===== config.mk =====
export PLATFORM = sky130hd
export DESIGN_NAME = ber_sweep_ctrl
export DESIGN_NICKNAME = d
export VERILOG_FILES = /design/src/rtl/ber_sweep_ctrl.sv
export SDC_FILE = /design/constraint.sdc
export NUM_CORES = 1
export LEC_CHECK = 0
export CORE_MARGIN = 1
export CORE_UTILIZATION = 49
export DETAILED_ROUTE_END_ITERATION = 10
export PLACE_DENSITY = 0.81
export SLEW_MARGIN = 40
export SYNTH_ARGS = -nofsm -noshare
export SYNTH_HDL_FRONTEND = slang
export SYNTH_SLANG_ARGS = --single-unit
export TNS_END_PERCENT = 5

===== constraint.sdc =====
create_clock -name CLK -period 5.7 [get_ports CLK]
set_input_delay 1.14 -clock CLK [delete_from_list [all_inputs] [get_ports CLK]]
set_output_delay 1.14 -clock CLK [all_outputs]
set_load 0.02 [all_outputs]

===== src/rtl/ber_sweep_ctrl.sv =====
// ber_sweep_ctrl: steps MAIN_MODE from FIRST_MODE to LAST_MODE; each step clears, settles, dwells, captures counters.
// Latency: the result is valid CLR_CYC + SETTLE_CYC + max(DWELL_CYC,1) + 1 cycles after CLR rises for that mode.
// Backpressure: REPORT holds RES_* and MAIN_MODE until RES_READY; ABORT or RSTX abandon the sweep at any point.
// Ports: CLK/RSTX clock and async active-low reset; START/ABORT with FIRST_MODE..DWELL_CYC sweep control;
//        MAIN_MODE/SUB_MODE/CLR to the stimulus block, RECV_CNT/ERR_CNT back from it;
//        RES_VALID/RES_READY/RES_MODE/RES_RECV/RES_ERR result handshake; BUSY/DONE status.
module ber_sweep_ctrl #(
    parameter int unsigned CLR_CYC   = 4,
    parameter logic [7:0]  IDLE_MODE = 8'd0
) (
    input  logic        CLK,
    input  logic        RSTX,
    input  logic        START,
    input  logic        ABORT,
    input  logic [7:0]  FIRST_MODE,
    input  logic [7:0]  LAST_MODE,
    input  logic [7:0]  SUB_MODE_IN,
    input  logic [15:0] SETTLE_CYC,
    input  logic [31:0] DWELL_CYC,
    output logic [7:0]  MAIN_MODE,
    output logic [7:0]  SUB_MODE,
    output logic        CLR,
    input  logic [57:0] RECV_CNT,
    input  logic [63:0] ERR_CNT,
    output logic        RES_VALID,
    input  logic        RES_READY,
    output logic [7:0]  RES_MODE,
    output logic [57:0] RES_RECV,
    output logic [63:0] RES_ERR,
    output logic        BUSY,
    output logic        DONE
);

    typedef enum logic [2:0] {
        S_IDLE,
        S_CLEAR,
        S_SETTLE,
        S_DWELL,
        S_CAPTURE,
        S_REPORT
    } state_t;

    localparam logic [31:0] CLR_LAST = 32'(CLR_CYC - 1);

    state_t      state_q,     state_d;
    logic [31:0] cnt_q,       cnt_d;
    logic [7:0]  last_q,      last_d;
    logic [15:0] settle_q,    settle_d;
    logic [31:0] dwell_q,     dwell_d;
    logic [7:0]  main_mode_q, main_mode_d;
    logic [7:0]  sub_mode_q,  sub_mode_d;
    logic        clr_q,       clr_d;
    logic        res_valid_q, res_valid_d;
    logic [7:0]  res_mode_q,  res_mode_d;
    logic [57:0] res_recv_q,  res_recv_d;
    logic [63:0] res_err_q,   res_err_d;
    logic        busy_q,      busy_d;
    logic        done_q,      done_d;

    logic [31:0] settle_last;
    logic [31:0] dwell_last;

    // Terminal counts; a zero dwell is run as a single cycle. Counters are
    // compared with >= so a counter can never run past its programmed length.
    assign settle_last = {16'd0, settle_q} - 32'd1;
    assign dwell_last  = (dwell_q == 32'd0) ? 32'd0 : dwell_q - 32'd1;

    always_comb begin
        state_d     = state_q;
        cnt_d       = cnt_q;
        last_d      = last_q;
        settle_d    = settle_q;
        dwell_d     = dwell_q;
        main_mode_d = main_mode_q;
        sub_mode_d  = sub_mode_q;
        clr_d       = clr_q;
        res_valid_d = res_valid_q;
        res_mode_d  = res_mode_q;
        res_recv_d  = res_recv_q;
        res_err_d   = res_err_q;
        done_d      = 1'b0;

        case (state_q)
            S_IDLE: begin
                if (START && !ABORT) begin
                    if (FIRST_MODE <= LAST_MODE) begin
                        last_d      = LAST_MODE;
                        settle_d    = SETTLE_CYC;
                        dwell_d     = DWELL_CYC;
                        main_mode_d = FIRST_MODE;
                        sub_mode_d  = SUB_MODE_IN;
                        clr_d       = 1'b1;
                        cnt_d       = 32'd0;
                        state_d     = S_CLEAR;
                    end else begin
                        // Empty range: report completion without any result.
                        done_d = 1'b1;
                    end
                end
            end
            S_CLEAR: begin
                if (cnt_q >= CLR_LAST) begin
                    clr_d   = 1'b0;
                    cnt_d   = 32'd0;
                    state_d = (settle_q != 16'd0) ? S_SETTLE : S_DWELL;
                end else begin
                    cnt_d = cnt_q + 32'd1;
                end
            end
            S_SETTLE: begin
                if (cnt_q >= settle_last) begin
                    cnt_d   = 32'd0;
                    state_d = S_DWELL;
                end else begin
                    cnt_d = cnt_q + 32'd1;
                end
            end
            S_DWELL: begin
                if (cnt_q >= dwell_last) begin
                    cnt_d   = 32'd0;
                    state_d = S_CAPTURE;
                end else begin
                    cnt_d = cnt_q + 32'd1;
                end
            end
            S_CAPTURE: begin
                res_recv_d  = RECV_CNT;
                res_err_d   = ERR_CNT;
                res_mode_d  = main_mode_q;
                res_valid_d = 1'b1;
                state_d     = S_REPORT;
            end
            S_REPORT: begin
                if (RES_READY) begin
                    res_valid_d = 1'b0;
                    // Compare before incrementing so mode 255 never wraps.
                    if (main_mode_q == last_q) begin
                        main_mode_d = IDLE_MODE;
                        done_d      = 1'b1;
                        state_d     = S_IDLE;
                    end else begin
                        main_mode_d = main_mode_q + 8'd1;
                        clr_d       = 1'b1;
                        cnt_d       = 32'd0;
                        state_d     = S_CLEAR;
                    end
                end
            end
            default: begin
                state_d = S_IDLE;
            end
        endcase

        // Abort overrides everything above, including a REPORT handshake.
        if (ABORT && (state_q != S_IDLE)) begin
            state_d     = S_IDLE;
            clr_d       = 1'b0;
            res_valid_d = 1'b0;
            main_mode_d = IDLE_MODE;
            done_d      = 1'b0;
        end

        busy_d = (state_d != S_IDLE);
    end

    always_ff @(posedge CLK or negedge RSTX) begin
        if (!RSTX) begin
            state_q     <= S_IDLE;
            cnt_q       <= 32'd0;
            last_q      <= 8'd0;
            settle_q    <= 16'd0;
            dwell_q     <= 32'd0;
            main_mode_q <= IDLE_MODE;
            sub_mode_q  <= 8'd0;
            clr_q       <= 1'b0;
            res_valid_q <= 1'b0;
            res_mode_q  <= 8'd0;
            res_recv_q  <= 58'd0;
            res_err_q   <= 64'd0;
            busy_q      <= 1'b0;
            done_q      <= 1'b0;
        end else begin
            state_q     <= state_d;
            cnt_q       <= cnt_d;
            last_q      <= last_d;
            settle_q    <= settle_d;
            dwell_q     <= dwell_d;
            main_mode_q <= main_mode_d;
            sub_mode_q  <= sub_mode_d;
            clr_q       <= clr_d;
            res_valid_q <= res_valid_d;
            res_mode_q  <= res_mode_d;
            res_recv_q  <= res_recv_d;
            res_err_q   <= res_err_d;
            busy_q      <= busy_d;
            done_q      <= done_d;
        end
    end

    assign MAIN_MODE = main_mode_q;
    assign SUB_MODE  = sub_mode_q;
    assign CLR       = clr_q;
    assign RES_VALID = res_valid_q;
    assign RES_MODE  = res_mode_q;
    assign RES_RECV  = res_recv_q;
    assign RES_ERR   = res_err_q;
    assign BUSY      = busy_q;
    assign DONE      = done_q;

endmodule


# Yosys cells after proc, flatten, opt, wreduce, memory -nomap -nowiden
# Index checks and enable logic that the tools add are counted.
# W data, S select, Z words.
# totals
wordCells,95
ff_bits,241
# op_classes
n_reduce_logical,17
eq_ne,15
muxes,41
n_lt_le_gt_ge,4
addsub,4
# op_table
operator,n
$mux W32,8
$pmux W32 S5,1
$ge A32 B32 Y1,2
$mux W8,5
$add A32 B1 Y32 const B,1
$ge A32 B2 Y1 const B,1
$logic_not A32 Y1,1
$sub A32 B1 Y32 const B,1
$mux W3,7
$pmux W3 S6,1
$sub A16 B1 Y17 const B,1
$pmux W8 S2,1
$reduce_bool A16 Y1,1
$mux W1,15
$ne A3 B3 Y1 const B,5
$reduce_bool A3 Y1,4
$add A8 B1 Y8 const B,1
$eq A8 B8 Y1,1
$le A8 B8 Y1,1
$ne A2 B2 Y1 const B,4
$eq A3 B2 Y1 const B,2
$eq A3 B3 Y1 const B,2
$reduce_and A6 Y1,1
$reduce_and A5 Y1,1
11 further kinds,13

# Depth between registers and ports, before layout
# logic_depth
ltp_word,7
mapped_depth,20
depth_no_buf,17

# Worst setup path after synthesis
# Ideal clock, no wire load.
# synth_timing
path_type,register -> register
startpoint,reg settle_q[8]
endpoint,reg cnt_q[0]
required_ps,5622
setup_slack_ps,1732
n_path_buf,2
stages_incl_launch_ff,16
arrival_time_ps,3890
synth_period_minus_slack_ps,3968
path_cell_list,dfrtp_1 > or4_4 > or4_1 > or2_1 > or3_4 > ha_1 > a21o_1 > a221o_1 > nand2_1 > o2111ai_1 > a21oi_1 > o21ai_1 > and2_1 > buf_2 > buf_2 > a21oi_1
# synth_via
elab_chain_cells,4
# synth_lines
element,line,source
start: declaration,48,"logic [15:0] settle_q, settle_d;"
start signal: assignment,186,settle_q <= settle_d;
$sub A16 B1 Y17,65,"assign settle_last = {16'd0, settle_q} - 32'd1;"
$ge A32 B32 Y1,111,if (cnt_q >= settle_last) begin
$mux W32,111,
$pmux W32 S5,83,case (state_q)
end signal: assignment,184,cnt_q <= cnt_d;
end: declaration,46,"logic [31:0] cnt_q, cnt_d;"
# No other way between the ends.
# A chain may end at the register's enable or synchronous reset.

# Final worst setup path
# layout_timing
startpoint,reg dwell_q[18]
endpoint,reg cnt_q[24]
# layout_via
elab_chain_cells,5
word_cells_on_any_way,6
classes_between,add/sub: 1; order compare: 1; mux: 3; reduce/logical: 1
# layout_lines
element,line,source
start: declaration,49,"logic [31:0] dwell_q, dwell_d;"
start signal: assignment,187,dwell_q <= dwell_d;
$sub A32 B1 Y32 or $logic_not A32 Y1 (tied branches),66,assign dwell_last = (dwell_q == 32'd0) ? 32'd0 : dwell_q - 32'd1;
$mux W32 *,66,
$ge A32 B32 Y1 *,119,if (cnt_q >= dwell_last) begin
$mux W32 *,119,
$pmux W32 S5 *,83,
# Mark *: on every way between the ends. The rest lies on a longest branch, timed or not.

==> flow_metrics.env <==
export IMPL_outcome="completed"
export IMPL_synth_most_common_cell="dfrtp_1"
export IMPL_setup_tns_ns=0
export IMPL_ant_nets=0
export IMPL_ctsHoldBuffers=0
export IMPL_synthCells=1148
export IMPL_hold_depth=1
export IMPL_fmax_mhz=206
export IMPL_p_per_area_nw_per_um2=394
export IMPL_synth_edf_count=0
export IMPL_yosysWarnings=0
export IMPL_clock_path_buffers=3
export IMPL_rows=58
export IMPL_pin_count=349
export IMPL_min_period_over_period_pct=85.1
export IMPL_syn_nets=1424
export IMPL_ys_top_cells_by_count="241 x dfrtp_1, 190 x mux2_2, 111 x nand2_1"
export IMPL_port_buffers=348
export IMPL_required_ns=6.13
export IMPL_hold_start="RES_RECV[30]$_DFFE_PN0N_"
export IMPL_grt_start_max_net_pins=93
export IMPL_power_leakage_nw=7.69
export IMPL_rr_startpoint="dwell_q[18]$_DFFE_PN0P_"
export IMPL_seq_area_frac_synth_pct=47.6
export IMPL_worstSetupPathType="reg -> reg"
export IMPL_grt_pass1_wl_mm=59.6
export IMPL_syn_to_final_growth_pct=37.9
export IMPL_slowest_stage="or4_1"
export IMPL_slew_headroom_pct=40.3
export IMPL_syn_avg_cell_area_um2=11.0
export IMPL_hpwl_mm=28.4
export IMPL_syn_area_um2=12700
export IMPL_grt_total_usage_pct=28.8
export IMPL_yosys_area_top_type="dfrtp_1"
export IMPL_hold_viol_final=0
export IMPL_worst_setup_path_start_kind="flip-flop"
export IMPL_max_stage_delay_ns=0.56
export IMPL_num_vias=10590
export IMPL_synth_area_leaders="dfrtp_1 48%, mux2_2 17%, ha_1 7.6%"
export IMPL_ys_ff_latch=241
export IMPL_p_int_mw=4.45
export IMPL_avgViaCountPerCell=5.76
export IMPL_crit_path_max_fanout=18
export IMPL_clock_latency_ns=0.54
export IMPL_final_cells=1838
export IMPL_clock_tree_root_cell="clkbuf_16"
export IMPL_regToRegEndpoint="cnt_q[24]$_DFFE_PN0P_"
export IMPL_drive_above_1_share_pct=17.1
export IMPL_cts_tree="built"
export IMPL_die_w_um=163
export IMPL_swShare_pct=35.3
export IMPL_critPathArrivalTime_ns=5.28
export IMPL_crit_buf_inv=1
export IMPL_die_area_um2=26500
export IMPL_cts_buffers=27
export IMPL_avgRoutedWirePerCell_um=20.6
export IMPL_async_flop_share_pct=100
export IMPL_fp_dieH_um=163
export IMPL_finalSetupViolations=0
export IMPL_start_util_pct=50.1
export IMPL_grt_overflow=0
export IMPL_dr_pass1_iters=5
export IMPL_clock_sinks=241
export IMPL_fin_ws_ns=0.851
export IMPL_rsz0062_at_grt="no"
export IMPL_dp_cells=1791
export IMPL_design_area_um2=17500
export IMPL_htreeDepth=1
export IMPL_worst_pin_slew_ns=0.892
export IMPL_slew_viol_final=0
export IMPL_diodes=0
export IMPL_ir_drop_mv=0.304
export IMPL_core_area_um2=25300
export IMPL_initialDrtViolationCount=782
export IMPL_dp_slack_ns=0.948
export IMPL_r2r_cells=15
export IMPL_r2r_setup_slack_ns=0.85
export IMPL_min_path_type="reg -> reg"
export IMPL_antenna_found_initial=0
export IMPL_gp_congestion=0.889
export IMPL_p_sw_mw=2.43
export IMPL_worstPathCellList="or4_1, nor3_1, and3_1, nand4_1, buf_4, nand2_1, ha_1, a21oi_1, o21ai_0, a221oi_1, nand2_1, a21oi_1, o21ai_1, and2_1, o311ai_1"
export IMPL_fillers=1863
export IMPL_cts_resized=0
export IMPL_critical_path_top_delay_family="simple AND/OR/NAND/NOR gates"
export IMPL_grt_pass1_vias=10895
export IMPL_synth_top_flop_cell="dfrtp_1"
export IMPL_wirelength_mm=37.8
export IMPL_pwr_share_seq_pct=37.6
export IMPL_drc_errors=0
export IMPL_clk_pin_slew_ns=0.06
export IMPL_placed_cell_area_um2=16500
export IMPL_cap_viol_max_count=0
export IMPL_synth_top_cell_area_share_pct=47.6
export IMPL_holdPathEnd="RES_RECV[30]$_DFFE_PN0N_"
export IMPL_fin_crit_ns=4.85
export IMPL_power_frac_clock_pct=25.7
export IMPL_layout_nets=1766
export IMPL_skew_ns=0.0177
export IMPL_cts_setup_buffers=0
export IMPL_yosysUniqueCellTypes=64
export IMPL_p_comb_share_pct=36.7
export IMPL_end_kind="flip-flop"
export IMPL_total_power_mw=6.88
==> registers in the layout (all words and copies together) (netlist names) <==
signal / flops
BUSY: 1
CLR: 1
DONE: 1
MAIN_MODE: 8
RES_ERR: 64
RES_MODE: 8
RES_RECV: 58
RES_VALID: 1
SUB_MODE: 8
cnt_q: 32
dwell_q: 32
last_q: 8
settle_q: 16
state_q: 3
==> cells in the final DEF (no fill, tap or decap), types with 6 or more instances in the layout <==
cell type | synthesis | routed
a21oi_1 | 54 | 53
a22o_1 | 11 | 11
a31oi_1 | 8 | 8
and3_1 | 12 | 12
and4_1 | 7 | 7
clkbuf_16 | 0 | 27
clkbuf_8 | 0 | 8
clkdlybuf4s50_1 | 0 | 347
dfrtp_1 | 241 | 241
ha_1 | 77 | 77
inv_1 | 35 | 35
mux2_2 | 190 | 190
nand2_1 | 111 | 111
nand2b_1 | 9 | 9
nand3_1 | 29 | 29
nand4_1 | 19 | 19
nor2_1 | 59 | 57
nor2b_1 | 6 | 6
nor3_1 | 30 | 30
nor3b_1 | 8 | 8
nor4_1 | 23 | 22
o21ai_0 | 37 | 37
o22ai_1 | 13 | 13
o31ai_1 | 10 | 10
xnor2_1 | 29 | 29
xor2_1 | 19 | 19
==> worst reg2reg max path: cells and delay by family, from the launching register on <==
kind            cells  cell delay (ns)
compound gates      6             1.46
fa+ha+maj           1             0.24
simple gates        7             2.19
flops               1             0.44
buf+inv             1             0.41
==> power groups by stage <==
stage / Clock, mW / Sequential (mW) / Combinational [mW]
after floorplan: 0 / 2.75 / 1.28
after global placement: 0 / 2.57 / 2.42
final: 1.77 / 2.59 / 2.52
after CTS: 1.80 / 2.58 / 2.52
after global routing: 1.86 / 2.65 / 2.74
after detailed placement: 0 / 2.61 / 2.50
==> per-layer routing <==
metal  part of all wire (%)  wire length (um)  vias up  global-route usage, %
li1                       -                 -     4855                      -
met1                     39             14700     5201                   36.1
met2                     50             18900      457                   49.0
met3                    7.9              3000       77                   6.57
met4                    3.4              1300        0                   9.73
met5                      0                 0        -                      0
==> final cells by class <==
type                            instances  area, um2  share of cell area (%)
Sequential cell                       241       6030                    34.6
Multi-Input combinational cell        825       6320                    36.2
Inverter                               37        139                   0.796
Clock buffer                           38        797                    4.57
Timing Repair Buffer                  358       3650                    20.9
Clock inverter                          9        104                   0.595
Tap cell                              330        413                    2.37
==> how the worst max path moves through the flow <==
| stage | start | end | slack [ns] | cells after the start |
|---|---|---|---|---|
| 2_1_floorplan | settle_q[8]$_DFFE_PN0P_ | cnt_q[0]$_DFFE_PN0P_ | 1.73 | 15 |
| 3_5_place_dp | dwell_q[19]$_DFFE_PN0P_ | cnt_q[24]$_DFFE_PN0P_ | 0.95 | 15 |
| 5_1_grt | dwell_q[12]$_DFFE_PN0P_ | cnt_q[24]$_DFFE_PN0P_ | 0.43 | 15 |
| 6_report | dwell_q[18]$_DFFE_PN0P_ | cnt_q[24]$_DFFE_PN0P_ | 0.85 | 15 |
| 4_1_cts | dwell_q[18]$_DFFE_PN0P_ | cnt_q[24]$_DFFE_PN0P_ | 0.92 | 15 |
| 3_3_place_gp | LAST_MODE[7] | cnt_q[17]$_DFFE_PN0P_ | 1.13 | 12 |
==> metrics by stage <==
stage | util, % | hold WS, ns
final | 69.1 | 0.505
after global routing | 69.1 | 0.513
after CTS | 69.1 | 0.509
after detailed placement | 65.5 | 0.494
after global placement | 65.2 | 0.489
after floorplan | - | 0.502
==> kinds of logic after synthesis <==
kind of cell    count (synthesis)  synth area share [%]
fa+ha+maj                      77                  7.61
compound gates                173                  8.72
buf+inv                        82                  2.59
mux                           190                  16.9
xor+xnor                       48                  3.32
flops                         241                  47.6
simple gates                  337                  13.2
Note: power is estimated with default switching activity, not from simulation.
